--- config.mk ---
export PLATFORM = sky130hd
export DESIGN_NAME = sti_pixel_packer
export DESIGN_NICKNAME = d
export VERILOG_FILES = /design/src/rtl/sti_pixel_packer.sv
export SDC_FILE = /design/constraint.sdc
export NUM_CORES = 1
export LEC_CHECK = 0
export ABC_AREA = 0
export BUFFER_PORTS_ARGS = -buffer_cell sky130_fd_sc_hd__clkbuf_2
export CORE_MARGIN = 5
export CORE_UTILIZATION = 60
export CTS_BUF_LIST = sky130_fd_sc_hd__clkbuf_4 sky130_fd_sc_hd__clkbuf_8 sky130_fd_sc_hd__clkbuf_16
export CTS_CLUSTER_SIZE = 30
export DETAILED_ROUTE_END_ITERATION = 10
export PLACE_DENSITY_LB_ADDON = 0.2
export SLEW_MARGIN = 20
export SYNTH_ARGS = -nofsm -noshare
export SYNTH_HDL_FRONTEND = slang
export SYNTH_SLANG_ARGS = --single-unit
--- constraint.sdc ---
create_clock -name clk -period 7.7 [get_ports clk]
set_input_delay 0.385 -clock clk [delete_from_list [all_inputs] [get_ports clk]]
set_output_delay 0.385 -clock clk [all_outputs]
set_load 0.03 [all_outputs]
--- src/rtl/sti_pixel_packer.sv ---
// Serial-to-parallel packer: gathers so_data bits MSB-first into bytes and
// writes them to a pixel memory at auto-incrementing addresses until it is full.
module sti_pixel_packer #(
  parameter int DEPTH  = 256,
  parameter int ADDR_W = 8
) (
  input  logic              clk,
  input  logic              reset,
  input  logic              so_data,
  input  logic              so_valid,
  input  logic              flush,
  output logic [7:0]        pix_data,
  output logic [ADDR_W-1:0] pix_addr,
  output logic              pix_wr,
  output logic              pix_finish
);

  localparam logic [ADDR_W-1:0] LastAddr = ADDR_W'(DEPTH - 1);

  typedef enum logic {COLLECT, DONE} state_e;

  state_e            state_q, state_d;
  logic [7:0]        sh_q, sh_d;
  logic [2:0]        cnt_q, cnt_d;
  logic [7:0]        data_q, data_d;
  logic [ADDR_W-1:0] addr_q, addr_d;
  logic              wr_q, wr_d;
  logic              finish_q, finish_d;

  logic [7:0] shNext;
  logic [2:0] cntNext;
  logic [3:0] padShift;

  always_comb begin
    state_d  = state_q;
    sh_d     = sh_q;
    cnt_d    = cnt_q;
    data_d   = data_q;
    addr_d   = addr_q;
    wr_d     = 1'b0;
    finish_d = finish_q;
    shNext   = so_valid ? {sh_q[6:0], so_data} : sh_q;
    cntNext  = cnt_q + {2'b00, so_valid};
    padShift = 4'd8 - {1'b0, cntNext};

    if (state_q == COLLECT) begin
      if (wr_q && (addr_q == LastAddr)) begin
        // Final location written: stop here, address stays parked on the last slot.
        state_d  = DONE;
        finish_d = 1'b1;
      end else begin
        if (wr_q) begin
          addr_d = addr_q + 1'b1;
        end
        if (so_valid && (cnt_q == 3'd7)) begin
          data_d = shNext;
          wr_d   = 1'b1;
          sh_d   = shNext;
          cnt_d  = 3'd0;
        end else if (flush && (cntNext != 3'd0)) begin
          // Stale upper bits of shNext fall off the top when left-aligning.
          data_d = shNext << padShift;
          wr_d   = 1'b1;
          sh_d   = 8'h00;
          cnt_d  = 3'd0;
        end else begin
          sh_d  = shNext;
          cnt_d = cntNext;
        end
      end
    end
  end

  always_ff @(posedge clk or negedge reset) begin
    if (!reset) begin
      state_q  <= COLLECT;
      sh_q     <= 8'h00;
      cnt_q    <= 3'd0;
      data_q   <= 8'h00;
      addr_q   <= '0;
      wr_q     <= 1'b0;
      finish_q <= 1'b0;
    end else begin
      state_q  <= state_d;
      sh_q     <= sh_d;
      cnt_q    <= cnt_d;
      data_q   <= data_d;
      addr_q   <= addr_d;
      wr_q     <= wr_d;
      finish_q <= finish_d;
    end
  end

  assign pix_data   = data_q;
  assign pix_addr   = addr_q;
  assign pix_wr     = wr_q;
  assign pix_finish = finish_q;

endmodule
==> impl.org <==
** Floorplanning
- Initial Util :: between 60 and 70%
- Die Wd :: ~66 µm
- The die covers between 4000 and 5000 µm².
- Vertical extent of the die :: ~66 µm
- Core region area :: just over 3000 µm²
- Number of core rows :: 20
- Pin placement for this block handled 23 I/O pins.

** Place
- Once placement finished, the instance area stood at 1950 µm².
- Input and output buffers added on the ports amount to 22.
- After legalization and detailed placement, the total HPWL measured ~2800 µm.
- Worst-case setup slack after placement :: around 4200 ps
- Routability-driven placement finished with a final weighted congestion of about 0.90.

** Synth
- Top post-synthesis cells by area :: sky130_fd_sc_hd__dfrtp_1 (40%), sky130_fd_sc_hd__mux2i_1 (6.9%), sky130_fd_sc_hd__mux4_1 (4.2%), sky130_fd_sc_hd__nand2_1 (3.6%), sky130_fd_sc_hd__a22o_1 (3.2%)
- Synthesis instantiated 46 different standard cells from the library.
- Async set-or-reset flop fraction in the synthesized netlist :: 100%
- Syn. warnings :: 0
- Of the post-synthesis cell area, the dominant cell type holds around two fifths.
- Synthesis inferred 30 register bits.
- Sequential cell area fraction in the yosys report :: 39.5%
- Top FF cell, synth :: sky130_fd_sc_hd__dfrtp_1
- Counting every instance in the synthesized netlist gives 180.
- Cell taking the most area after synthesis :: sky130_fd_sc_hd__dfrtp_1
- The commonest cells after synthesis are sky130_fd_sc_hd__dfrtp_1 (30), sky130_fd_sc_hd__nand2_1 (18), sky130_fd_sc_hd__mux2i_1 (13).
- Mean cell area of the mapped netlist :: about 11 µm²
- Most repeated cell in the gate-level netlist after synthesis :: sky130_fd_sc_hd__dfrtp_1
- Netlist area before placement :: about 1900 µm²
- When the netlist entered floorplanning its net count stood at roughly 190.
- Yosys mapped a number of flops with a built-in enable equal to 0.

** Clock network
- Number of buffers added by the clock tree synthesis step :: 5
- TritonCTS clock tree :: done
- The clock tree synthesis step divided the H-tree into 2 levels.
- Clock insertion delay at the later pin of the skew report :: 340 ps
- CTS saw 30 sinks.
- The tree is rooted in a sky130_fd_sc_hd__clkbuf_4.
- Number of hold buffers added after cts :: 0
- Buffers added to address setup during post-CTS repair amount to 0.
- Clock-pin slew was measured on the worst setup and hold paths at about 100 ps.
- The clock passes through at most 2 buffers.
- Post-CTS resize count :: 0

** Power and ir drop
- In this run the static leakage power is 0.920 nW.
- Dividing total power by cell area gives a power density of about 300 nW/µm².
- VDD sags by at most between 0.00015 and 0.0002 V.
- Final total power :: ~0.0006 W

** Cells and area
- In the final layout, the multi-input gates occupy between 1000 and 1500 µm².
- With fillers left out, the area of the finished cells amounts to a little over 2000 µm².
- Count of inserted antenna diode cells :: 0
- The sequential cells in the finished layout cover a total of 751 µm².
- Cells fill between 60% and 70% of the core in the end.
- Area growth, synth to finish :: 6.85%
- At the end of the flow, the number of nets in the layout was 204.
- Of the cells placed in the final design, the portion with a size suffix greater than 1 is a little under a fifth.
- Total of fill cells in the finished design :: 250

** Setup path
- The largest single stage delay on the critical path is about 700 ps.
- Of all nets on the critical path, the largest fanout is 27.
- In this run the critical register-to-register path is launched from cnt_q[0].
- The number of buffers and inverters on the critical path is 1.
- Setup slack on the worst reg-to-reg path comes out at about 4700 ps.
- Worst Setup End Kind :: flip-flop
- Path depth of the worst reg2reg path :: 9
- Critical path, cell by cell :: clkbuf_2, ha_1, ha_1, nor2_1, ha_1, mux4_2, a22o_1, a31oi_1, a21oi_1, mux2_4
- Critical path's most frequent cell :: sky130_fd_sc_hd__ha_1
- Type of origin of the critical path :: input port
- Crit path max-delay cell type :: sky130_fd_sc_hd__ha_1
- Arrival @ worst endpoint :: ~3400 ps
- STA puts the critical path data required time at around 7900 ps.
- Critical setup path kind :: input port to flip-flop
- In this run the critical register-to-register path is captured at pix_data[4].
- Crit-path leading delay family :: adder cells

** GRT
- Entering global routing, the biggest net connects 31 pins.
- In the global route stage, overall resource usage came out at approximately a fifth.
- Initial antenna violation count :: 0
- Sum of overflow across all layers after global routing :: 0
- Vias in the first global route :: about 1.4k
- First-pass GRT wire length :: approximately 6700 µm

** Timing
- Final-report max-slew violation count :: 0
- Accumulated negative setup slack :: 0 ps
- Number of hold-slack violations in the final timing report :: 0
- Of the available clock period, the critical path in the final layout requires a little over two fifths.
- For this run, the top clock speed supported by timing is 311 MHz.
- Measured against its own limit, the worst slew margin works out to between 50% and 60%.
- Largest clock skew in the final design :: about 18 ps
- Actual transition at the worst max-transition pin :: about 720 ps
- Setup repair after global routing left no endpoint under its margin.
- Slack of the critical path :: about 4500 ps
- The worst path in the final design needs a cycle of approximately 3200 ps, including I/O delays and setup.
- Setup violations remaining at the end of the flow were counted as 0.

** Drt
- The detailed router finished its first iteration with between 100 and 150 violations.
- In the final routed layout, each cell accounts on average for approximately 16 µm.
- The first TritonRoute pass finished after 4 iterations.
- DRT antenna net count :: 0
- In the routed design, unresolved DRC markers number 0.
- Post-detailed-routing wire length :: 3870 µm
- Dividing the detail-routed via count by the number of cells gives between 6 and 7.
- The final route contains approximately 1.5k vias.

** Hold path
- The path class of the tightest hold or removal check is input port to async pin.

** Outcome
- Result of the run :: completed

** Run
- Maximum Capacitance Violations :: 0
==> how the worst max path moves through the flow <==
stage | startpoint | end | slack (ps) | cells past startpoint
after floorplan | so_valid | pix_data[4] | 5110 | 10
after global placement | so_valid | pix_data[4] | 4330 | 10
after detailed placement | so_valid | pix_data[4] | 4180 | 10
after CTS | so_valid | pix_data[4] | 4520 | 10
after global routing | so_valid | pix_data[4] | 4210 | 10
final | so_valid | pix_data[4] | 4490 | 10
==> metal layers <==
layer	vias up	wire, µm	GRT usage [%]
li1	708	-	-
met1	735	1690	26.9
met2	60	1860	30.4
met3	6	276	7.31
met4	0	50	6.09
met5	-	0	0
==> layout make-up <==
class	count	area share (%)
clock buffers	6	2.53
flip-flops and latches	30	37.0
repair buffers	22	5.43
well taps	44	2.71
inverters	4	0.740
multi-input cells	132	50.1
clock inverters	1	1.48
==> logic make-up (layout without fill, tap and decap cells) <==
| logic type | after synthesis | after routing | synth area share [%] |
|---|---|---|---|
| flops | 30 | 30 | 39.5 |
| buf+inv | 18 | 33 | 6.92 |
| xor+xnor | 9 | 9 | 4.15 |
| compound gates | 43 | 43 | 16.3 |
| mux | 21 | 21 | 15.3 |
| simple gates | 55 | 55 | 15.1 |
| fa+ha+maj | 4 | 4 | 2.64 |
==> through the flow <==
step	instances	hold slack, ps
after floorplan	180	89.4
after detailed placement	232	453
after global routing	239	135
after CTS	239	104
after global placement	232	429
final	239	82.3
==> power by group <==
part / switching, W / internal, W
Combinational: 0.000153 / 0.0000922
Clock: 0.0000529 / 0.0000755
Sequential: 0.0000400 / 0.000194
Total: 0.000246 / 0.000362
==> sequential cells by signal (all words and copies together), names as in the netlist <==
register / cells
state_q: 1
pix_finish: 1
pix_wr: 1
cnt_q: 3
sh_q: 8
pix_addr: 8
pix_data: 8
==> layout by cell type, fill, tap and decap left out, types with 2 or more instances in the layout <==
master / netlist / routed
sky130_fd_sc_hd__nand2b_1: 6 / 6
sky130_fd_sc_hd__mux4_1: 3 / 3
sky130_fd_sc_hd__o221ai_1: 4 / 4
sky130_fd_sc_hd__o31ai_1: 3 / 3
sky130_fd_sc_hd__o21a_1: 3 / 3
sky130_fd_sc_hd__nand2_1: 18 / 18
sky130_fd_sc_hd__a211oi_1: 2 / 2
sky130_fd_sc_hd__nand4_1: 6 / 6
sky130_fd_sc_hd__xor2_1: 5 / 5
sky130_fd_sc_hd__mux2_2: 2 / 2
sky130_fd_sc_hd__clkbuf_2: 0 / 22
sky130_fd_sc_hd__a21oi_1: 6 / 6
sky130_fd_sc_hd__a22o_1: 7 / 7
sky130_fd_sc_hd__xnor2_1: 4 / 4
sky130_fd_sc_hd__nand3_1: 4 / 4
sky130_fd_sc_hd__o21ai_0: 7 / 7
sky130_fd_sc_hd__clkbuf_4: 0 / 5
sky130_fd_sc_hd__dfrtp_1: 30 / 30
sky130_fd_sc_hd__nand3b_1: 2 / 2
sky130_fd_sc_hd__and2_1: 2 / 2
sky130_fd_sc_hd__inv_1: 4 / 4
sky130_fd_sc_hd__mux2i_1: 13 / 13
sky130_fd_sc_hd__o22a_1: 2 / 2
sky130_fd_sc_hd__ha_1: 4 / 4
sky130_fd_sc_hd__mux4_2: 2 / 2
sky130_fd_sc_hd__nor3b_1: 2 / 2
sky130_fd_sc_hd__nor2b_1: 2 / 2
sky130_fd_sc_hd__nor2_1: 8 / 8
(Power assumes the default switching activity.)
